### src/rtl/end_screen_if.sv
// Game-over screen bundle: restart handshake (fail/win/repeatRst) plus LED matrix and buzzer.
interface end_screen_if;
  logic       fail;
  logic       win;
  logic [7:0] hang;
  logic [7:0] red;
  logic [7:0] green;
  logic       beep;
  logic       repeatRst;

  // Game controller side
  modport master (
    output fail, win,
    input  hang, red, green, beep, repeatRst
  );

  // Display driver side
  modport slave (
    input  fail, win,
    output hang, red, green, beep, repeatRst
  );
endinterface

### src/rtl/end_screen_display.sv
// Game-over screen driver: scans a crying (red) or smiling (green) face on an 8x8 matrix,
// beeps at a result-dependent pitch, then requests a restart until fail/win are released.
module end_screen_display #(
  parameter int unsigned SCAN_DIV       = 2,
  parameter int unsigned SHOW_CYCLES    = 2500,
  parameter int unsigned TONE_HALF_FAIL = 1000,
  parameter int unsigned TONE_HALF_WIN  = 500,
  parameter int unsigned CNT_W          = 16
) (
  input  logic         clk,
  input  logic         rst_n,
  end_screen_if.slave  bus
);

  localparam logic [CNT_W-1:0] ScanLast     = CNT_W'(SCAN_DIV - 1);
  localparam logic [CNT_W-1:0] ShowLast     = CNT_W'(SHOW_CYCLES - 1);
  localparam logic [CNT_W-1:0] ToneLastFail = CNT_W'(TONE_HALF_FAIL - 1);
  localparam logic [CNT_W-1:0] ToneLastWin  = CNT_W'(TONE_HALF_WIN - 1);

  typedef enum logic [1:0] {StIdle, StShowFail, StShowWin, StDone} state_e;

  state_e           state_q, state_d;
  logic [2:0]       row_q, row_d;
  logic [CNT_W-1:0] scan_q, scan_d;
  logic [CNT_W-1:0] show_q, show_d;
  logic [CNT_W-1:0] tone_q, tone_d;
  logic             beep_q, beep_d;
  logic [7:0]       hang_q, hang_d;
  logic [7:0]       red_q, red_d;
  logic [7:0]       green_q, green_d;
  logic             rrst_q, rrst_d;
  logic [CNT_W-1:0] tone_last;

  function automatic logic [7:0] cry_row(input logic [2:0] r);
    case (r)
      3'd0: cry_row = 8'h81;
      3'd1: cry_row = 8'h42;
      3'd2: cry_row = 8'h24;
      3'd3: cry_row = 8'h42;
      3'd4: cry_row = 8'h81;
      3'd5: cry_row = 8'h18;
      3'd6: cry_row = 8'h24;
      3'd7: cry_row = 8'h42;
    endcase
  endfunction

  function automatic logic [7:0] smile_row(input logic [2:0] r);
    case (r)
      3'd0: smile_row = 8'h00;
      3'd1: smile_row = 8'h66;
      3'd2: smile_row = 8'h66;
      3'd3: smile_row = 8'h00;
      3'd4: smile_row = 8'h81;
      3'd5: smile_row = 8'h42;
      3'd6: smile_row = 8'h3C;
      3'd7: smile_row = 8'h00;
    endcase
  endfunction

  // Next-state, counters, and registered output values for the state being entered
  always_comb begin
    state_d   = state_q;
    row_d     = row_q;
    scan_d    = scan_q;
    show_d    = show_q;
    tone_d    = tone_q;
    beep_d    = 1'b0;
    hang_d    = 8'hFF;
    red_d     = 8'h00;
    green_d   = 8'h00;
    rrst_d    = 1'b0;
    tone_last = (state_q == StShowWin) ? ToneLastWin : ToneLastFail;

    unique case (state_q)
      StIdle: begin
        // fail wins a tie
        if (bus.fail || bus.win) begin
          state_d = bus.fail ? StShowFail : StShowWin;
          row_d   = 3'd0;
          scan_d  = '0;
          show_d  = '0;
          tone_d  = '0;
        end
      end
      StShowFail, StShowWin: begin
        if (show_q == ShowLast) begin
          state_d = StDone;
        end else begin
          show_d = show_q + 1'b1;
          if (scan_q == ScanLast) begin
            scan_d = '0;
            row_d  = row_q + 3'd1;  // 7 wraps to 0
          end else begin
            scan_d = scan_q + 1'b1;
          end
          if (tone_q == tone_last) begin
            tone_d = '0;
            beep_d = ~beep_q;
          end else begin
            tone_d = tone_q + 1'b1;
            beep_d = beep_q;
          end
        end
      end
      StDone: begin
        if (!bus.fail && !bus.win) begin
          state_d = StIdle;
        end
      end
      default: state_d = StIdle;
    endcase

    // Outputs follow the state being entered so they line up with it on the same edge
    unique case (state_d)
      StShowFail: begin
        hang_d = ~(8'h80 >> row_d);
        red_d  = cry_row(row_d);
      end
      StShowWin: begin
        hang_d  = ~(8'h80 >> row_d);
        green_d = smile_row(row_d);
      end
      StDone:  rrst_d = 1'b1;
      default: ;
    endcase
  end

  // State, counters and output registers
  always_ff @(posedge clk or negedge rst_n) begin
    if (!rst_n) begin
      state_q <= StIdle;
      row_q   <= 3'd0;
      scan_q  <= '0;
      show_q  <= '0;
      tone_q  <= '0;
      beep_q  <= 1'b0;
      hang_q  <= 8'hFF;
      red_q   <= 8'h00;
      green_q <= 8'h00;
      rrst_q  <= 1'b0;
    end else begin
      state_q <= state_d;
      row_q   <= row_d;
      scan_q  <= scan_d;
      show_q  <= show_d;
      tone_q  <= tone_d;
      beep_q  <= beep_d;
      hang_q  <= hang_d;
      red_q   <= red_d;
      green_q <= green_d;
      rrst_q  <= rrst_d;
    end
  end

  assign bus.hang      = hang_q;
  assign bus.red       = red_q;
  assign bus.green     = green_q;
  assign bus.beep      = beep_q;
  assign bus.repeatRst = rrst_q;

endmodule

### src/flat_wrapper.sv
// flat-port wrapper written by rule: the top's interface ports become plain ports
module end_screen_display_flat 
#(
  parameter int unsigned SCAN_DIV       = 2,
  parameter int unsigned SHOW_CYCLES    = 2500,
  parameter int unsigned TONE_HALF_FAIL = 1000,
  parameter int unsigned TONE_HALF_WIN  = 500,
  parameter int unsigned CNT_W          = 16
)
  (clk, rst_n, bus_fail, bus_win, bus_hang, bus_red, bus_green, bus_beep, bus_repeatRst);
  end_screen_if bus_i ();
  input  logic clk;
  input  logic rst_n;
  input wire logic [$bits(bus_i.fail)-1:0] bus_fail;
  input wire logic [$bits(bus_i.win)-1:0] bus_win;
  output wire logic [$bits(bus_i.hang)-1:0] bus_hang;
  output wire logic [$bits(bus_i.red)-1:0] bus_red;
  output wire logic [$bits(bus_i.green)-1:0] bus_green;
  output wire logic [$bits(bus_i.beep)-1:0] bus_beep;
  output wire logic [$bits(bus_i.repeatRst)-1:0] bus_repeatRst;
  assign bus_i.fail = bus_fail;
  assign bus_i.win = bus_win;
  assign bus_hang = bus_i.hang;
  assign bus_red = bus_i.red;
  assign bus_green = bus_i.green;
  assign bus_beep = bus_i.beep;
  assign bus_repeatRst = bus_i.repeatRst;
  end_screen_display #(.SCAN_DIV(SCAN_DIV), .SHOW_CYCLES(SHOW_CYCLES), .TONE_HALF_FAIL(TONE_HALF_FAIL), .TONE_HALF_WIN(TONE_HALF_WIN), .CNT_W(CNT_W)) u_core (.clk(clk), .rst_n(rst_n), .bus(bus_i));
endmodule
### config.mk
export PLATFORM = sky130hd
export DESIGN_NAME = end_screen_display_flat
export DESIGN_NICKNAME = d
export VERILOG_FILES = /design/src/rtl/end_screen_if.sv /design/src/rtl/end_screen_display.sv /design/src/flat_wrapper.sv
export SDC_FILE = /design/constraint.sdc
export NUM_CORES = 1
export LEC_CHECK = 0
export ABC_AREA = 1
export CAP_MARGIN = 20
export CORE_MARGIN = 2
export CORE_UTILIZATION = 50
export DETAILED_ROUTE_END_ITERATION = 10
export PLACE_DENSITY_LB_ADDON = 0.1
export REMOVE_ABC_BUFFERS = 1
export SKIP_LAST_GASP = 1
export SYNTH_ARGS = -nofsm -noshare
export SYNTH_HDL_FRONTEND = slang
export SYNTH_SLANG_ARGS = --single-unit
### constraint.sdc
create_clock -name clk -period 6.3 [get_ports clk]
set_input_delay 1.89 -clock clk [delete_from_list [all_inputs] [get_ports clk]]
set_output_delay 1.89 -clock clk [all_outputs]
set_load 0.02 [all_outputs]
# Yosys cells after proc, flatten, opt, wreduce, memory -nomap -nowiden
# Memory sizes are Yosys's and may differ from the RTL's.
# Index checks and enable logic that the tools add are counted.
dict set report totals {
  regBits 79
  latchBits 0
  ram_bits 0
  rom_bits 128
  input_bits 4
  output_inout_bits 26
  elab_cells 66
  mem_count 2
}
# memory depth word_bits rd rd_ports_with_merged_regs write_ports line
set mem_list {}
lappend mem_list {{(no name shown)} 8 8 1 0 0 end_screen_display.sv:35} ;# case (r)
lappend mem_list {{(no name shown)} 8 8 1 0 0 end_screen_display.sv:48} ;# case (r)
dict set report op_classes {
  add_sub_neg 4
  n_mul 0
  n_div 0
  n_lt_le_gt_ge 0
  n_eq_ne 12
  shifts 1
  n_mux 26
  n_bitwise 2
  reduce_logical 9
}
# operator n
set ops {}
lappend ops {{16-bit 2-to-1 mux} 6}
lappend ops {{16-bit one-hot mux with 2 select lines} 3}
lappend ops {{16-bit by 1-bit adder with 16-bit output, second input constant} 3}
lappend ops {{8-bit 2-to-1 mux} 3}
lappend ops {{16-bit by 1-bit equality test with 1-bit output, second input constant} 1}
lappend ops {{16-bit by 12-bit equality test with 1-bit output, second input constant} 1}
lappend ops {{16-bit equality test} 1}
lappend ops {{10-bit 2-to-1 mux} 1}
lappend ops {{3-bit 2-to-1 mux} 3}
lappend ops {{2-bit equality test, second input constant} 4}
lappend ops {{2-bit 2-to-1 mux} 4}
lappend ops {{8-bit NOT} 1}
lappend ops {{8-bit by 3-bit right shift with 8-bit output, first input constant} 1}
lappend ops {{2-bit one-hot mux with 3 select lines} 1}
lappend ops {{3-bit one-hot mux with 2 select lines} 1}
lappend ops {{2-bit by 1-bit equality test with 1-bit output, second input constant} 2}
lappend ops {{1-bit 2-to-1 mux} 4}
lappend ops {{2-bit OR reduction} 2}
lappend ops {{3-bit by 1-bit adder with 3-bit output, second input constant} 1}
lappend ops {{3-bit by 1-bit inequality test with 1-bit output, second input constant} 1}
lappend ops {{3-bit AND reduction} 1}
lappend ops {{1-bit zero test} 2}
lappend ops {{2-bit zero test} 1}
lappend ops {{2-bit by 1-bit inequality test with 1-bit output, second input constant} 1}
lappend ops {{5 further kinds} 5}

# Logic depth before layout (Yosys ltp)
# Gate-level depths: netlist of the first run.
dict set report logic_depth {
  word_depth 7
  depth_mapped 16
  ltp_nobuf 16
}

# Worst setup path before layout of the first run
# OpenSTA, ideal clock, no wires.
dict set report synth_path {
  kind {input to register}
  start {input port bus_win}
  end {register u_core.green_q[5] (netlist: u_core.bus.green[5])}
  setup_time_ps 116
  arrival_ps 3263
  t_required_ps 6184
  setup_slack_ps 2921
  path_stages 13
  n_path_buf 0
  cell_sequence {nor2_1 > nand2_1 > nand2_1 > nor2_1 > inv_1 > nand2_1 > nor2_2 > inv_1 > ha_1 > inv_1 > nand3_1 > nand2_1 > nor2_1}
}
dict set report synth_via {
  elab_cells_between_ends 11
}
# element line
set synth_lines {}
lappend synth_lines {{start, declared} flat_wrapper.sv:15} ;# input wire logic [$bits(bus_i.win)-1:0] bus_win;
lappend synth_lines {{1-bit logical OR} end_screen_display.sv:77} ;# if (bus.fail || bus.win) begin
lappend synth_lines {{3-bit 2-to-1 mux} end_screen_display.sv:77}
lappend synth_lines {{3-bit one-hot mux with 2 select lines} end_screen_display.sv:74} ;# unique case (state_q)
lappend synth_lines {{via u_core.row_d[0]} end_screen_display.sv:23} ;# logic [2:0] row_q, row_d;
lappend synth_lines {{memory 8 x 8 bit} -}
lappend synth_lines {{8-bit 2-to-1 mux} end_screen_display.sv:114} ;# unique case (state_d)
lappend synth_lines {{end signal, assigned} end_screen_display.sv:150} ;# green_q <= green_d;
lappend synth_lines {{end, declared} end_screen_display.sv:30} ;# logic [7:0] green_q, green_d;
# The timed path passes the listed nets, and every way through them passes these cells.
# A chain may end at the register's enable or synchronous reset.

# Worst setup path in the final report of the first run
dict set report layout_path {
  start {input port bus_win}
  end {register u_core.green_q[6] (netlist: u_core.bus.green[6])}
}
# Same word-level chain as after synthesis.

==> qor.yml, run 1 <==
yosys.cell_types.count: 47
start_util_pct: 51.9
ys_seq_elements: 71
min_path_type: "reg2reg"
slew-limit-headroom_pct: 53.7
cts_tree: "done"
r2r-start: "u_core.state_q[1]$_DFF_PN0_"
drv_cap: 0
n_antenna_cell: 0
worstPathCellList: "clkdlybuf4s50_1 -> nor2_1 -> nand2_1 -> nand2_1 -> nor2_1 -> inv_1 -> nand2_1 -> nor2_2 -> inv_1 -> ha_1 -> inv_1 -> nand3_1 -> nand2_1 -> nor2_1"
status: "finished, final reports clean"
gp_congestion: 0.925
min_from: "u_core.scan_q[6]$_DFFE_PN0P_"
core_area_um2: 8300
die_area_um2: 9370
place_inst: 674
stdcell_count: 691
holdBufCountCts: 0
track_usage_pct: 21.4
pre_cts_slack_ns: 2.17
drv_slew: 0
gr-usage-met3_pct: 3.25
synth_edf_count: 0
async_reset_ff_share_pct: 100
use_met2_pct: 34.0
avgSynthCellArea_um2: 7.75
fmax_ghz: 0.264
netlist.area_leader.share_pct: 36.6
clkTransAtPathRegs_ns: 0.08
worst_slew_pin_slew_ns: 0.695
yosysWarnings: 0
grt_max_degree: 47
cp.arrival_ns: 4.04
drtIter0Drc: 169
synth-seq-area-share_pct: 41.5
antenna_found_initial: 0
final_hold_viol_count: 0
cts_root_buffer: "clkbuf_8"
viasPerCell: 5.40
rsz0062_at_grt: "no"
min_period_over_period_pct: 60.2
fp.dieW_um: 96.8
dpl.hpwl_um: 7020
clock_latency_ns: 0.35
cp-startpoint: "bus_win"
area_growth_pct: 13.4
hold_depth: 2
power.density_nw_per_um2: 187
rows: 33
path_class: "in2reg"
end_kind: "register"
cp-start-kind: "input port"
clockBufferDepth: 2
drive_above_1_share_pct: 9.39
leakagePower_uw: 0.00234
dr.pass1.iters: 5
synth_flop_cell: "dfrtp_1"
fin_nets: 602
yosys-top-cells-area: "dfrtp_1, nand2_1, inv_1"
grt_pass1_wl_um: 16700
met1_usage_pct: 29.2
required_ns: 6.54
antenna_left: 0
portBuffers: 29
post_dp_cell_area_um2: 4620
drt-total-wl_um: 9610
syn-cell-area_um2: 4310
critical_path_peak_fanout: 9
grt_overflow: 0
ios: 30
cts_buffers: 9
power_uw: 913
finalSetupViolCount: 0
cp_slowest_cell: "clkdlybuf4s50_1"
cpPeakStageDelay_ns: 0.44
grt.busiest_layer: "met2"
peakVddDrop_mv: 0.113
post_drt_wl_per_cell_um: 13.9
num_vias: 3734
fin_setup_tns_ns: 0
die_height_um: 96.8
fin_ws_ns: 2.51
r2r_cells: 14
syn_inst: 556
post-route-min-period_ns: 3.79
cts_setup_buffers: 0
worst_path_most_repeated_cell: "nand2_1"
synth_top_area_cell: "dfrtp_1"
cts_resized: 0
cts.sinks: 71
grt_pass1_vias: 3593
drcViolationCount: 0
fin_area_um2: 4880
synth_common_cells: "nand2_1, inv_1, nor2_1"
cts_max_level: 3
fin_skew_ns: 0.00909
yosysMostFrequentCell: "nand2_1"
## final timing paths
kind,endpoint,slack [ns]
setup reg to reg,u_core.bus.green[6]$_DFF_PN0_,3.20
hold reg to reg,u_core.scan_q[6]$_DFFE_PN0P_,0.55
min in group asynchronous,u_core.scan_q[8]$_DFFE_PN0P_,1.46
hold / removal,u_core.scan_q[6]$_DFFE_PN0P_,0.55
max in group asynchronous,u_core.bus.hang[7]$_DFF_PN1_,3.89
setup / recovery,u_core.bus.green[6]$_DFF_PN0_,2.51
## kinds of logic after synthesis
group                      after synthesis  share of synthesized area, %
and+or+nand+nor                        299                          32.9
buffers and inverters                   92                          9.21
DFF                                     71                          41.5
AOI/OAI and AO/OA                       64                          8.77
adders and majority gates               17                          4.94
xor gates and xnor gates                13                          2.64
## worst max-delay path: cells and delay by family
kind / cells / cell delay [ns]
fa+ha+maj: 1 / 0.31
buf+inv: 4 / 0.86
simple gates: 9 / 0.99
## sequential cells by signal, summed over array words and instances, names as in the netlist
| register | cells |
|---|---|
| u_core.tone_q | 16 |
| u_core.scan_q | 16 |
| u_core.bus.hang | 8 |
| u_core.bus.beep | 1 |
| u_core.bus.repeatRst | 1 |
| u_core.state_q | 2 |
| u_core.bus.red | 4 |
| u_core.show_q | 16 |
| u_core.bus.green | 4 |
| u_core.row_q | 3 |
## per-layer routing
metal  vias up  wire length (um)
met2        90              4420
met4         0               212
li1       1868                 -
met3        21               353
met1      1755              4620
met5         -                 0
## layout by cell type (no fill, tap or decap), types with 5 or more instances in the layout
cell / netlist / layout
xor2_1: 10 / 10
nor2_2: 6 / 6
o31ai_1: 5 / 5
clkbuf_8: 0 / 9
inv_1: 73 / 73
nand3_1: 44 / 44
a21oi_1: 6 / 6
nor3_1: 23 / 23
nand4_1: 23 / 23
dfrtp_1: 63 / 63
nor2_1: 67 / 67
clkdlybuf4s50_1: 0 / 28
ha_1: 17 / 17
nand2_1: 110 / 110
o21ai_1: 5 / 5
dfstp_2: 8 / 8
o21ai_0: 34 / 34
## per-stage QoR
| stage | hold slack [ns] | utilization, % |
|---|---|---|
| 2_1_floorplan | 0.479 | - |
| 3_3_place_gp | 0.504 | 55.6 |
| 3_5_place_dp | 0.526 | 55.6 |
| 4_1_cts | 0.538 | 58.6 |
| 5_1_grt | 0.585 | 58.8 |
| 6_report | 0.545 | 58.8 |
## power by group
part / total, uW / leakage [uW] / internal, uW / switching (uW)
registers: 456 / 0.000807 / 456 / 0
logic: 13.4 / 0.00142 / 3.40 / 10.0
clock network: 444 / 0.000112 / 263 / 181
## cell type report
class | instances | area (um2)
multi-input combinational | 393 | 2120
inverter | 75 | 284
tap | 105 | 131
fill | 743 | 3420
clock buffer | 9 | 124
timing repair buffer | 31 | 313
clock inverter | 7 | 121
sequential | 71 | 1790
Note: power is estimated with default switching activity, not from simulation.
==> run 2: changes to the inputs <==
==> constraint.sdc (replaced) <==
create_clock -name clk -period 3.8 [get_ports clk]
set_input_delay 1.14 -clock clk [delete_from_list [all_inputs] [get_ports clk]]
set_output_delay 1.14 -clock clk [all_outputs]
set_load 0.02 [all_outputs]
==> qor.yml, run 2 (synthesized netlist as in run 1, its figures left out) <==
status: "finished, final reports clean"
clkTransAtPathRegs_ns: 0.08  # about the same
portBuffers: 29  # unchanged
top_regs: "u_core.scan_q: 16 flops, u_core.show_q: 16 flops, u_core.tone_q: 16 flops"
drcViolationCount: 0  # unchanged
post_drt_wl_per_cell_um: 13.8  # -1.1%
antenna_left: 0  # unchanged
cp.arrival_ns: 3.24  # -0.80 ns
ios: 30  # unchanged
fmax_ghz: 0.333
leakagePower_uw: 0.00233  # -0.12%
holdBufCountCts: 0  # unchanged
cts_resized: 0  # unchanged
die_area_um2: 9370  # unchanged
viasPerCell: 5.32  # -1.6%
fp.dieW_um: 96.8  # unchanged
dpl.hpwl_um: 6830  # -2.7%
final_common_cell: "nand2_1"
power.density_nw_per_um2: 291  # +56%
fin_nets: 603  # +0.17%
path_class: "in2reg"
end_kind: "register"
cts_setup_buffers: 0  # unchanged
rsz0062_at_grt: "no"
post-route-min-period_ns: 3.00
drv_slew: 0  # unchanged
num_vias: 3678  # -1.5%
n_antenna_cell: 0  # unchanged
slew-limit-headroom_pct: 45.6  # -8.1 points
fillers: 735  # -1.1%
cp-start-kind: "input port"
final_cell_mix: "nand2_1, inv_1, nor2_1"
worst_slew_pin_slew_ns: 0.817  # +0.122 ns
drt-total-wl_um: 9520  # -0.96%
cts_root_buffer: "clkbuf_8"
grt_pass1_vias: 3477  # -3.2%
required_ns: 4.04  # -2.50 ns
drive_above_1_share_pct: 9.54  # +0.15 points
cts_max_level: 3  # unchanged
die_height_um: 96.8  # unchanged
grt_max_degree: 38  # -19%
start_util_pct: 51.9  # unchanged
grt_pass1_wl_um: 16100  # -3.2%
cts_tree: "done"
drtIter0Drc: 217  # +28%
cts_buffers: 9  # unchanged
cts.sinks: 71  # unchanged
area_growth_pct: 12.7
fin_setup_tns_ns: 0  # unchanged
min_period_over_period_pct: 79.1
rows: 33  # unchanged
final_hold_viol_count: 0  # unchanged
gp_congestion: 0.873  # -5.6%
finalSetupViolCount: 0  # unchanged
stdcell_count: 692  # +0.14%
fin_skew_ns: 0.00951  # +0.000416 ns
place_inst: 676  # +0.30%
critical_path_peak_fanout: 9  # unchanged
dr.pass1.iters: 4  # -1
min_path_type: "reg2reg"
antenna_found_initial: 0  # unchanged
clock_latency_ns: 0.35  # about the same
track_usage_pct: 20.8  # -0.67 points
drv_cap: 0  # unchanged
core_area_um2: 8300  # unchanged
clockBufferDepth: 2  # unchanged
peakVddDrop_mv: 0.163  # +44%
grt_overflow: 0  # unchanged
run 2: area by class of cell:
cell class / instances / area, um2 / area share (%)
multi-input cells: 393 / 2120 / 43.7
clock buffers: 11 / 151 / 3.12
repair buffers: 32 / 320 / 6.60
flip-flops and latches: 71 / 1790 / 36.8
inverters: 75 / 284 / 5.85
clock inverters: 5 / 56.3 / 1.16
well taps: 105 / 131 / 2.71
run 2: worst max-delay path, stage by stage:
cell and delay, ns:
clkdlybuf4s50_1 0.43, nor2_1 0.17, nand2_1 0.07, nand2_1 0.16, nor2_1 0.09, inv_1 0.21
nand2_1 0.10, nor2_2 0.21, inv_1 0.13, ha_1 0.30, inv_1 0.05, nand3_1 0.06
nand2_1 0.08, nor2_1 0.05
run 2: through the flow:
stage | area [um2] | total power, uW | utilization [%] | setup WS (ns) | hold WS (ns)
after floorplan | 4190 | 772 | - | 1.15 | 0.479
after global placement | 4650 | 793 | 56.0 | 0.474 | 0.502
after CTS | 4850 | 1430 | 58.5 | 0.796 | 0.530
after global routing | 4850 | 1470 | 58.5 | 0.544 | 0.559
after detailed placement | 4650 | 793 | 56.0 | 0.417 | 0.511
final | 4850 | 1410 | 58.5 | 0.796 | 0.524
run 2: final timing paths:
path | endpoint | from | slack, ns | cells after the start
min in group asynchronous | u_core.scan_q[6]$_DFFE_PN0P_ | rst_n | 0.88 | 1
max in group asynchronous | u_core.bus.hang[3]$_DFF_PN1_ | rst_n | 2.18 | 2
worst max register to register | u_core.bus.green[6]$_DFF_PN0_ | u_core.scan_q[1]$_DFFE_PN0P_ | 1.35 | 16
worst min-delay path | u_core.tone_q[1]$_DFFE_PN0P_ | u_core.tone_q[1]$_DFFE_PN0P_ | 0.52 | 2
worst max-delay path | u_core.bus.green[6]$_DFF_PN0_ | bus_win | 0.80 | 14
worst min register to register | u_core.tone_q[1]$_DFFE_PN0P_ | u_core.tone_q[1]$_DFFE_PN0P_ | 0.52 | 2
run 2: report_power, final:
group | internal, uW | switching (uW)
Combinational | 5.00 | 16.3
Sequential | 755 | 0
Clock | 338 | 299
Total | 1100 | 316
run 2: per-layer routing:
metal  track usage (%)  wire length, um  vias up
li1                  -                -     1869
met1              29.9             4730     1728
met2              32.0             4310       71
met3              3.25              342       10
met4              7.15              125        0
met5                 0                0        -
==> run 3: changes to the inputs <==
==> constraint.sdc (replaced) <==
create_clock -name clk -period 2.8 [get_ports clk]
set_input_delay 0.84 -clock clk [delete_from_list [all_inputs] [get_ports clk]]
set_output_delay 0.84 -clock clk [all_outputs]
set_load 0.02 [all_outputs]
==> qor.yml, run 3 (synthesized netlist as in run 1, its figures left out) <==
status: "finished, final reports clean"
cts_resized: 0  # unchanged
slew-limit-headroom_pct: 70.7  # +25 points
die_height_um: 96.8  # unchanged
p_int_uw: 1490  # +36%
hold_slack_ns: 0.496  # -0.0284 ns
clockBufferDepth: 2  # unchanged
antenna_left: 0  # unchanged
grt_pass1_wl_um: 17200  # +6.4%
cpPeakStageDelay_ns: 0.43  # about the same
power.density_nw_per_um2: 386  # +32%
worstPathCellList: "clkdlybuf4s50_1 -> nor2_1 -> o21ai_0 -> nand2_1 -> inv_1 -> a32oi_1 -> inv_1 -> ha_1 -> inv_1 -> nand3_1"
seq_power_share_pct: 53.8  # +0.4 points
num_vias: 3716  # +1.0%
dr.pass1.iters: 4  # unchanged
fin_util_pct: 59.6  # +1.1 points
clock_latency_ns: 0.35  # about the same
fillers: 752  # +2.3%
grt_overflow: 0  # unchanged
cp_slowest_cell: "clkdlybuf4s50_1"
clockPowerShare_pct: 44.7  # -0.4 points
post-route-min-period_ns: 2.39
cts_setup_buffers: 0  # unchanged
final_cell_mix: "nand2_1, inv_1, nor2_1"
fp.dieW_um: 96.8  # unchanged
post_drt_wl_per_cell_um: 14.1  # +2.3%
clkTransAtPathRegs_ns: 0.08  # about the same
fin_setup_tns_ns: 0  # unchanged
cp.arrival_ns: 2.65  # -0.59 ns
dpl.hpwl_um: 7120  # +4.3%
power_frac_comb_pct: 1.5  # about the same
grt_pass1_vias: 3689  # +6.1%
final_common_cell: "nand2_1"
min_period_over_period_pct: 85.4
drcViolationCount: 0  # unchanged
drv_slew: 0  # unchanged
drv_cap: 0  # unchanged
drive_above_1_share_pct: 10.9  # +1.3 points
antenna_found_initial: 0  # unchanged
path_class: "in2reg"
rsz0062_at_grt: "no"
fmax_ghz: 0.418
end_kind: "register"
area_growth_pct: 14.8
die_area_um2: 9370  # unchanged
gp_congestion: 0.875  # +0.16%
cts_root_buffer: "clkbuf_8"
cts.sinks: 71  # unchanged
final_hold_viol_count: 0  # unchanged
worst_slew_pin_slew_ns: 0.436  # -0.381 ns
switching_share_pct: 21.9  # -0.41 points
portBuffers: 29  # unchanged
start_util_pct: 51.9  # unchanged
worst_path_most_repeated_cell: "inv_1"
drt-total-wl_um: 9880  # +3.8%
min_path_type: "in2async"
peakVddDrop_mv: 0.232  # +42%
finalSetupViolCount: 0  # unchanged
cp-start-kind: "input port"
leakagePower_uw: 0.00239  # +2.5%
core_area_um2: 8300  # unchanged
track_usage_pct: 22.1  # +1.3 points
fin_skew_ns: 0.0155  # +0.00597 ns
rows: 33  # unchanged
viasPerCell: 5.29  # -0.41%
cts_tree: "done"
switchingPower_uw: 418  # +32%
top_regs: "u_core.scan_q: 16 flops, u_core.show_q: 16 flops, u_core.tone_q: 16 flops"
fin_nets: 613  # +1.7%
cts_buffers: 9  # unchanged
cts_max_level: 3  # unchanged
n_antenna_cell: 0  # unchanged
drtIter0Drc: 176  # -19%
required_ns: 3.06  # -0.98 ns
holdBufCountCts: 0  # unchanged
ios: 30  # unchanged
critical_path_peak_fanout: 8  # -1
grt_max_degree: 72  # +89%
run 3: cell types whose count changed in the layout (fill, tap and decap cells not counted), sizes merged:
cell	change
buf	+10
clkbuf	+1
clkinvlp	-1
run 3: worst paths after layout:
check / from / to / slack, ns / depth (start not counted)
setup / recovery: bus_win / u_core.bus.hang[1]$_DFF_PN1_ / 0.41 / 10
min in group clk: u_core.tone_q[1]$_DFFE_PN0P_ / u_core.tone_q[1]$_DFFE_PN0P_ / 0.53 / 2
hold / removal: rst_n / u_core.scan_q[9]$_DFFE_PN0P_ / 0.50 / 2
setup reg to reg: u_core.show_q[0]$_DFFE_PN0P_ / u_core.bus.green[6]$_DFF_PN0_ / 0.51 / 13
max in group asynchronous: rst_n / u_core.bus.hang[2]$_DFF_PN1_ / 1.94 / 2
hold reg to reg: u_core.tone_q[1]$_DFFE_PN0P_ / u_core.tone_q[1]$_DFFE_PN0P_ / 0.53 / 2
run 3: metrics by stage:
stage	total power (uW)	setup slack, ns	instances	area, um2
final	1910	0.410	702	4950
after global routing	1980	0.231	702	4950
after CTS	1930	0.419	702	4950
after detailed placement	1080	0.0547	686	4750
after global placement	1080	0.120	686	4750
after floorplan	1050	0.335	539	4190
run 3: worst max-delay path: cells and delay by family:
family	cells	cell delay, ns
and+or+nand+nor	3	0.37
AOI/OAI and AO/OA	2	0.33
adders and majority gates	1	0.28
buffers and inverters	4	0.82
run 3: cell type report:
| cell class | instances | area, um2 | share of cell area (%) |
|---|---|---|---|
| multi-input combinational | 393 | 2120 | 42.9 |
| clock buffer | 12 | 155 | 3.14 |
| clock inverter | 4 | 45.0 | 0.911 |
| inverter | 75 | 284 | 5.74 |
| tap | 105 | 131 | 2.66 |
| timing repair buffer | 42 | 420 | 8.50 |
| sequential | 71 | 1790 | 36.1 |
run 3: power by group through the flow:
stage,clock [uW],sequential [uW],combinational (uW)
global placement,0,1040,30.8
global route,925,1030,34.5
floorplan,0,1050,2.00
finish,853,1030,28.7
detailed placement,0,1040,30.6
CTS,875,1030,30.6
run 3: routing by layer:
metal / vias up / global-route usage [%] / share of wire [%]
met4: 0 / 6.72 / 1.1
met1: 1742 / 30.3 / 49
met3: 10 / 4.62 / 3.5
met5: - / 0 / 0
li1: 1891 / - / -
met2: 73 / 35.4 / 46
